## src/rtl/store_buffer.sv

```systemverilog
// store_buffer: DEPTH-entry in-order store buffer between the memory stage
// and the data cache. Stores drain one at a time under the dhit handshake.
// Loads are checked against pending entries and are either forwarded or
// stalled.
// Build option: define SB_FWD_EN to enable load forwarding. Without it,
// any word-address match stalls the load, and ld_fwd/ld_data are tied low.
module store_buffer #(
  parameter int DATA_W = 32,
  parameter int ADDR_W = 32,
  parameter int DEPTH  = 4
) (
  input  logic                      clk,
  input  logic                      reset,
  input  logic                      st_valid,
  input  logic [ADDR_W-1:0]         st_addr,
  input  logic [DATA_W-1:0]         st_data,
  input  logic                      st_byte,
  output logic                      st_ready,
  input  logic                      ld_valid,
  input  logic [ADDR_W-1:0]         ld_addr,
  input  logic                      ld_byte,
  output logic                      ld_fwd,
  output logic [DATA_W-1:0]         ld_data,
  output logic                      ld_stall,
  output logic                      cache_wr,
  output logic [ADDR_W-1:0]         cache_addr,
  output logic [DATA_W-1:0]         cache_wdata,
  output logic                      cache_byte,
  input  logic                      dhit,
  output logic                      sb_empty,
  output logic [$clog2(DEPTH):0]    count
);

  localparam int PTR_W = $clog2(DEPTH);
  localparam int CNT_W = PTR_W + 1;

  logic [ADDR_W-1:0] r_addr [DEPTH];
  logic [DATA_W-1:0] r_data [DEPTH];
  logic              r_byte [DEPTH];
  logic [PTR_W-1:0]  r_wp;
  logic [PTR_W-1:0]  r_rp;
  logic [CNT_W-1:0]  r_count;

  logic              w_push;
  logic              w_pop;
  logic              w_hit;
  logic [PTR_W-1:0]  w_idx;
  logic [PTR_W-1:0]  w_hit_idx;

  // st_ready looks only at the registered count, so a full buffer refuses
  // a push even when a pop happens at the same edge.
  assign st_ready    = (r_count != CNT_W'(DEPTH));
  assign sb_empty    = (r_count == '0);
  assign count       = r_count;
  assign cache_wr    = !sb_empty;
  assign cache_addr  = r_addr[r_rp];
  assign cache_wdata = r_data[r_rp];
  assign cache_byte  = r_byte[r_rp];
  assign w_push      = st_valid && st_ready;
  assign w_pop       = cache_wr && dhit;

`ifdef SB_FWD_EN
  // Extract byte lane sel from a word, zero-extended to the data width.
  function automatic logic [DATA_W-1:0] f_lane(input logic [DATA_W-1:0] d,
                                               input logic [1:0] sel);
    f_lane = DATA_W'(d[{sel, 3'b000} +: 8]);
  endfunction
`endif

  // Pointer and occupancy control; the only state cleared by reset.
  always_ff @(posedge clk) begin
    if (reset) begin
      r_wp    <= '0;
      r_rp    <= '0;
      r_count <= '0;
    end else begin
      if (w_push) r_wp <= r_wp + 1'b1;
      if (w_pop)  r_rp <= r_rp + 1'b1;
      case ({w_push, w_pop})
        2'b10:   r_count <= r_count + 1'b1;
        2'b01:   r_count <= r_count - 1'b1;
        default: r_count <= r_count;
      endcase
    end
  end

  // Entry storage; contents are meaningless outside the occupied window.
  always_ff @(posedge clk) begin
    if (w_push && !reset) begin
      r_addr[r_wp] <= st_addr;
      r_data[r_wp] <= st_data;
      r_byte[r_wp] <= st_byte;
    end
  end

  // Find the youngest occupied entry whose word address matches the load.
  always_comb begin
    w_hit     = 1'b0;
    w_hit_idx = '0;
    w_idx     = '0;
    for (int k = 0; k < DEPTH; k++) begin
      w_idx = r_rp + PTR_W'(k);
      if ((CNT_W'(k) < r_count) &&
          (r_addr[w_idx][ADDR_W-1:2] == ld_addr[ADDR_W-1:2])) begin
        w_hit     = 1'b1;
        w_hit_idx = w_idx;
      end
    end
  end

`ifdef SB_FWD_EN
  // Forward or stall based on the kind of the youngest matching entry.
  always_comb begin
    ld_fwd   = 1'b0;
    ld_stall = 1'b0;
    ld_data  = '0;
    if (ld_valid && w_hit) begin
      if (!r_byte[w_hit_idx]) begin
        ld_fwd  = 1'b1;
        ld_data = ld_byte ? f_lane(r_data[w_hit_idx], ld_addr[1:0])
                          : r_data[w_hit_idx];
      end else if (ld_byte && (r_addr[w_hit_idx] == ld_addr)) begin
        ld_fwd  = 1'b1;
        ld_data = DATA_W'(r_data[w_hit_idx][7:0]);
      end else begin
        ld_stall = 1'b1;
      end
    end
  end
`else
  logic w_unused;
  assign w_unused = ^{ld_byte, ld_addr[1:0], w_hit_idx};

  // Without forwarding every word-address conflict holds the load.
  always_comb begin
    ld_fwd   = 1'b0;
    ld_data  = '0;
    ld_stall = ld_valid && w_hit;
  end
`endif

endmodule

```

## config.mk

```make
export PLATFORM = sky130hd
export DESIGN_NAME = store_buffer
export DESIGN_NICKNAME = d
export VERILOG_FILES = /design/src/rtl/store_buffer.sv
export SDC_FILE = /design/constraint.sdc
export NUM_CORES = 1
export LEC_CHECK = 0
export BUFFER_PORTS_ARGS = -buffer_cell sky130_fd_sc_hd__buf_2
export CAP_MARGIN = 15
export CORE_MARGIN = 2
export CORE_UTILIZATION = 62
export CTS_CLUSTER_SIZE = 28
export DETAILED_ROUTE_END_ITERATION = 6
export GPL_TIMING_DRIVEN = 1
export PLACE_DENSITY = 0.86
export SYNTH_ARGS = -nofsm -noshare
export SYNTH_HDL_FRONTEND = slang
export SYNTH_SLANG_ARGS = --single-unit
```

## constraint.sdc

```tcl
create_clock -name clk -period 7.4 [get_ports clk]
set_input_delay 1.48 -clock clk [delete_from_list [all_inputs] [get_ports clk]]
set_output_delay 1.48 -clock clk [all_outputs]
set_load 0.1 [all_outputs]
```

* After elaboration in Yosys (flattened, before gate mapping)
Memories as Yosys holds them, arrays and structs flattened. A register that Yosys moved wholly into a read port is not among the register bits. Index checks and enable logic that the tools add are counted.
Cells by class: $add $sub $neg 6, $lt $le $gt $ge 4, equal/unequal tests 7, mux-type cells 13, reductions and logical operators 12
Operator list (number):
- $eq A30 B30 Y1 | 4
- $mux W2 | 6
- $logic_and A1 B1 Y1 | 8
- $lt A1 B3 Y1 const A | 2
- $lt A2 B3 Y1 const A | 2
- $mux W1 | 6
- $pmux W3 S2 | 1
- $add A2 B1 Y2 const B | 2
- $add A2 B2 Y2 const B | 2
- $add A3 B1 Y3 const B | 1
- $logic_not A3 Y1 | 1
- $ne A3 B3 Y1 const B | 1
- $sub A3 B1 Y3 const B | 1
- $eq A2 B1 Y1 const B | 1
- $eq A2 B2 Y1 const B | 1
- $logic_not A1 Y1 | 2
- $reduce_bool A2 Y1 | 1
Word-level totals: register bits 7, RAM bits 260, output and inout bits 105, memories 3
Memories:
- r_addr | words 4, bits a word 32, rd ports 4, clocked after Yosys merged registers in 1, wr ports 1, RTL line 37 | logic [ADDR_W-1:0] r_addr [DEPTH];
- r_data | words 4, bits a word 32, rd ports 1, clocked after Yosys merged registers in 1, wr ports 1, RTL line 38 | logic [DATA_W-1:0] r_data [DEPTH];
- r_byte | words 4, bits a word 1, rd ports 1, clocked after Yosys merged registers in 1, wr ports 1, RTL line 39 | logic r_byte [DEPTH];

* Depth between registers and ports, before layout
An unclocked memory read counts as a cell.
word-level depth 8, depth in mapped cells 11, gate-level depth less buffers 8

* Least setup slack after synthesis
Ideal clock, no wire load.
kind reg-to-output, start point reg (tool-made name), end point out ld_stall, arrival time 4.201 ns, data required time 5.920 ns, setup slack 1.719 ns, cell stages (with the launch flop) 10, path through dfxtp_1 -> buf_6 -> buf_12 -> buf_12 -> buf_4 -> mux2i_1 -> o22ai_1 -> or3_1 -> nor4_2 -> o41a_1
RTL lines:
- to (decl) | RTL line 24 | output logic ld_stall,

* Final worst setup path
start point reg r_rp[0], end point out ld_stall
On the way: cells in the longest elaborated chain, start to end 8
RTL lines:
- from (decl) | RTL line 41 | logic [PTR_W-1:0] r_rp;
- from (signal assigned) | RTL line 78 | if (w_pop) r_rp <= r_rp + 1'b1;
- $add A2 B1 Y2 | RTL line 102 | w_idx = r_rp + PTR_W'(k);
- $mem_v2 Z4 W32 (*)
- $eq A30 B30 Y1 | RTL line 104 | (r_addr[w_idx][ADDR_W-1:2] == ld_addr[ADDR_W-1:2])) begin
- $logic_and A1 B1 Y1 | RTL line 103 | if ((CNT_W'(k) < r_count) &&
- $mux W1 (2 in series) | RTL line 103
- $mux W1 (*) | RTL line 103
- $logic_and A1 B1 Y1 (*) | RTL line 138 | ld_stall = ld_valid && w_hit;
Every way passes the cells marked *; elsewhere a longest branch is shown, timed or not.

==> key figures <==
Synth
  • Syn Area/Cell: 15.9 sq um
  • Synthesized instance count: 886
  • Ys async rst share: 0
  • Post-synth EDFFs: 260
  • Yosys top cell area share: 0.553
  • Most common cell in the netlist: edfxtp_1
  • Commonest cells in the netlist: 260 x edfxtp_1, 98 x mux2i_1, 93 x mux4_2, 52 x xnor2_1, 49 x buf_4
  • Yosys top cell by area: edfxtp_1
  • Count of cell types in the netlist: 55
  • Synth top area cells: edfxtp_1 55%, mux4_2 15%, mux2i_1 6.9%
  • Yosys warns: 0
  • Sequential area share after synthesis: 0.565
  • Ys flop type: edfxtp_1
  • Yosys reg bits: 269
  • Post-synthesis cell area: 14100 sq um

Worst setup path
  • Critical path buffers and inverters: 2
  • CP top delay family: simple AND/OR/NAND/NOR gates
  • CP most frequent cell: nor4_1
  • Crit-path max FO: 50
  • Slowest stage delay, CP: 0.91 ns
  • CP cell instances: buf_4 > mux4_2 > xor2_1 > nor4_1 > nand4_1 > nor4_1 > o41a_1 > buf_2
  • Crit. End Element: primary output
  • Critical path launch point type: flop
  • Critical Path AT: 4.44 ns
  • Path type of the worst setup path: flop to primary output
  • R2r setup slk: 4.73 ns
  • Critical Path RT: 5.92 ns
  • Crit-path slowest cell: dfxtp_4

Timing
  • Final hold vios: 0
  • Min cycle time layout: 5.92 ns
  • Achievable Freq: 169 MHz
  • Measured slew at the worst slew-check pin: 1.06 ns
  • Worst Skew: 0.0113 ns
  • Worst rel slew slack: 0.293
  • Max Slew Vio Count: 0
  • Final setup vio count: 0
  • RSZ-0062 raised after global routing: no
  • Setup_tns: 0 ns
  • Final Cycle Share: 0.799

Global routing
  • First-pass GRT wire length: 51.2 mm
  • Total track usage: 0.287
  • Largest net degree at the start of global routing: 66
  • GRT Residual Overflow: 0
  • Vias in the first global route: 8667
  • Antenna violations before repair: 5

Detailed routing
  • DRT iter0 DRCs: 737
  • DRC viols: 0
  • Drt via density: 6.46
  • Post-Route WL: 34.5 mm
  • Remaining antenna violation count: 0
  • DR vias: 8695
  • Routed length per instance: 25.6 um
  • Pre-Repair DR Iteration Count: 5

Floorplanning
  • Die Width: 155 um
  • Die Area: 24000 sq um
  • Initial Util: 0.628
  • Die height: 155 um
  • FP Rows: 55
  • IO Pins: 208
  • Core Footprint: 22500 sq um

Power and ir drop
  • Max IR drop VDD: 320 uV
  • Pwr Density: 372 nW/um^2
  • Leakage: 0.00528 uW
  • Pwr Total: 5890 uW

Clocking
  • Post-cts hold buffer count: 0
  • CTS tree: done
  • CTS clk-pin slew, worst paths: 0.06 ns
  • Worst-Skew Late Latency: 0.56 ns
  • Clock buffer depth: 3
  • Postcts setup bufs: 0
  • CTS root buf: clkbuf_16
  • Post-CTS Resized: 0
  • Htree depth: 1
  • TritonCTS sink count: 269
  • CTS Buf Count: 27

Hold path
  • Worst hold path class: flop to flop

Job
  • Max_cap viols: 0

Place
  • DP Area: 14900 sq um
  • Final Wtd Congestion: 0.999
  • Port bufs: 171
  • DP HPWL: 22.8 mm

Finish
  • NumNets Final: 1148
  • Layout cells sized above 1: 0.314
  • Fillers: 1513
  • Final core occ: 0.703
  • Synth-to-Final Area Change: 12.0%
  • Finished Cell Area: 15800 sq um

Outcome
  • Status: complete, no violations
worst reg2reg max path: cells and delay by family, from the launching register on:
| family | cells | cell delay (ns) |
|---|---|---|
| fa+ha+maj | 1 | 0.23 |
| buf+inv | 2 | 0.86 |
| flops | 1 | 0.48 |
| simple gates | 4 | 0.62 |
layout make-up:
class / instances / area, sq um / area share
Tap cell: 285 / 357 / 0.0225
Clock buffer: 28 / 679 / 0.0430
Clock inverter: 21 / 191 / 0.0121
Inverter: 12 / 45.0 / 0.00285
Multi-Input combinational cell: 546 / 5610 / 0.355
Antenna cell: 4 / 10.0 / 0.000633
Timing Repair Buffer: 180 / 923 / 0.0584
Sequential cell: 269 / 8000 / 0.506
cells by family (layout without fill, tap and decap cells):
family | count (synthesis) | in the layout | synth area share
XOR/XNOR | 100 | 100 | 0.0625
flip-flops | 269 | 269 | 0.565
adder cells (fa/ha/maj) | 9 | 9 | 0.00797
multiplexers | 201 | 201 | 0.232
other | 1 | 37 | 0.000265
buffers and inverters | 103 | 241 | 0.0468
AND/OR/NAND/NOR | 114 | 114 | 0.0412
AO/OA/AOI/OAI | 89 | 89 | 0.0438
flip-flops by register name (all words and copies together), names as in the netlist, named ones only:
register,flops
r_addr,128
r_rp,2
r_wp,2
r_byte,4
r_data,128
count,3
stage by stage:
step	worst slack (ns)	std cells	hold slack, ns
final	1.48	1345	0.496
after global routing	1.36	1342	0.513
after CTS	1.52	1341	0.500
after detailed placement	1.90	1292	0.492
after global placement	1.93	1292	0.485
after floorplan	1.72	918	0.469
final timing paths:
path | from | end | cells after the start
setup reg to reg | count[0]$_SDFFE_PP0P_ | r_data[1][13]$_DFFE_PP_ | 7
hold reg to reg | r_wp[1]$_SDFFE_PP0P_ | r_wp[1]$_SDFFE_PP0P_ | 2
hold / removal | r_wp[1]$_SDFFE_PP0P_ | r_wp[1]$_SDFFE_PP0P_ | 2
setup / recovery | r_rp[0]$_SDFFE_PP0P_ | ld_stall | 8
metal layers:
metal  share of wire  track usage  wire (um)  up-vias
met5         0.00035            0         12        -
met4           0.042        0.114       1460        2
met3           0.093       0.0682       3220       89
met2            0.49        0.463      16700      494
met1            0.38        0.383      13000     4308
li1                -            -          -     3802
power breakdown:
part	leakage [uW]	switching (uW)	internal [uW]
clock network	0.000430	569	771
registers	0.00244	180	1760
logic	0.00241	1860	744
total	0.00528	2610	3280
cells in the final DEF (no fill, tap or decap), types with 12 or more instances in the layout:
| cell | count |
|---|---|
| mux4_2 | 93 |
| clkbuf_16 | 27 |
| nor3_1 | 12 |
| o21ai_0 | 13 |
| nor2_1 | 26 |
| mux2i_1 | 98 |
| edfxtp_1 | 260 |
| buf_2 | 171 |
| a21oi_1 | 22 |
| nor4_1 | 12 |
| xor2_1 | 47 |
| nand2_1 | 29 |
| xnor2_1 | 52 |
| conb_1 | 33 |
No activity file was read; power rests on OpenSTA's default activity.
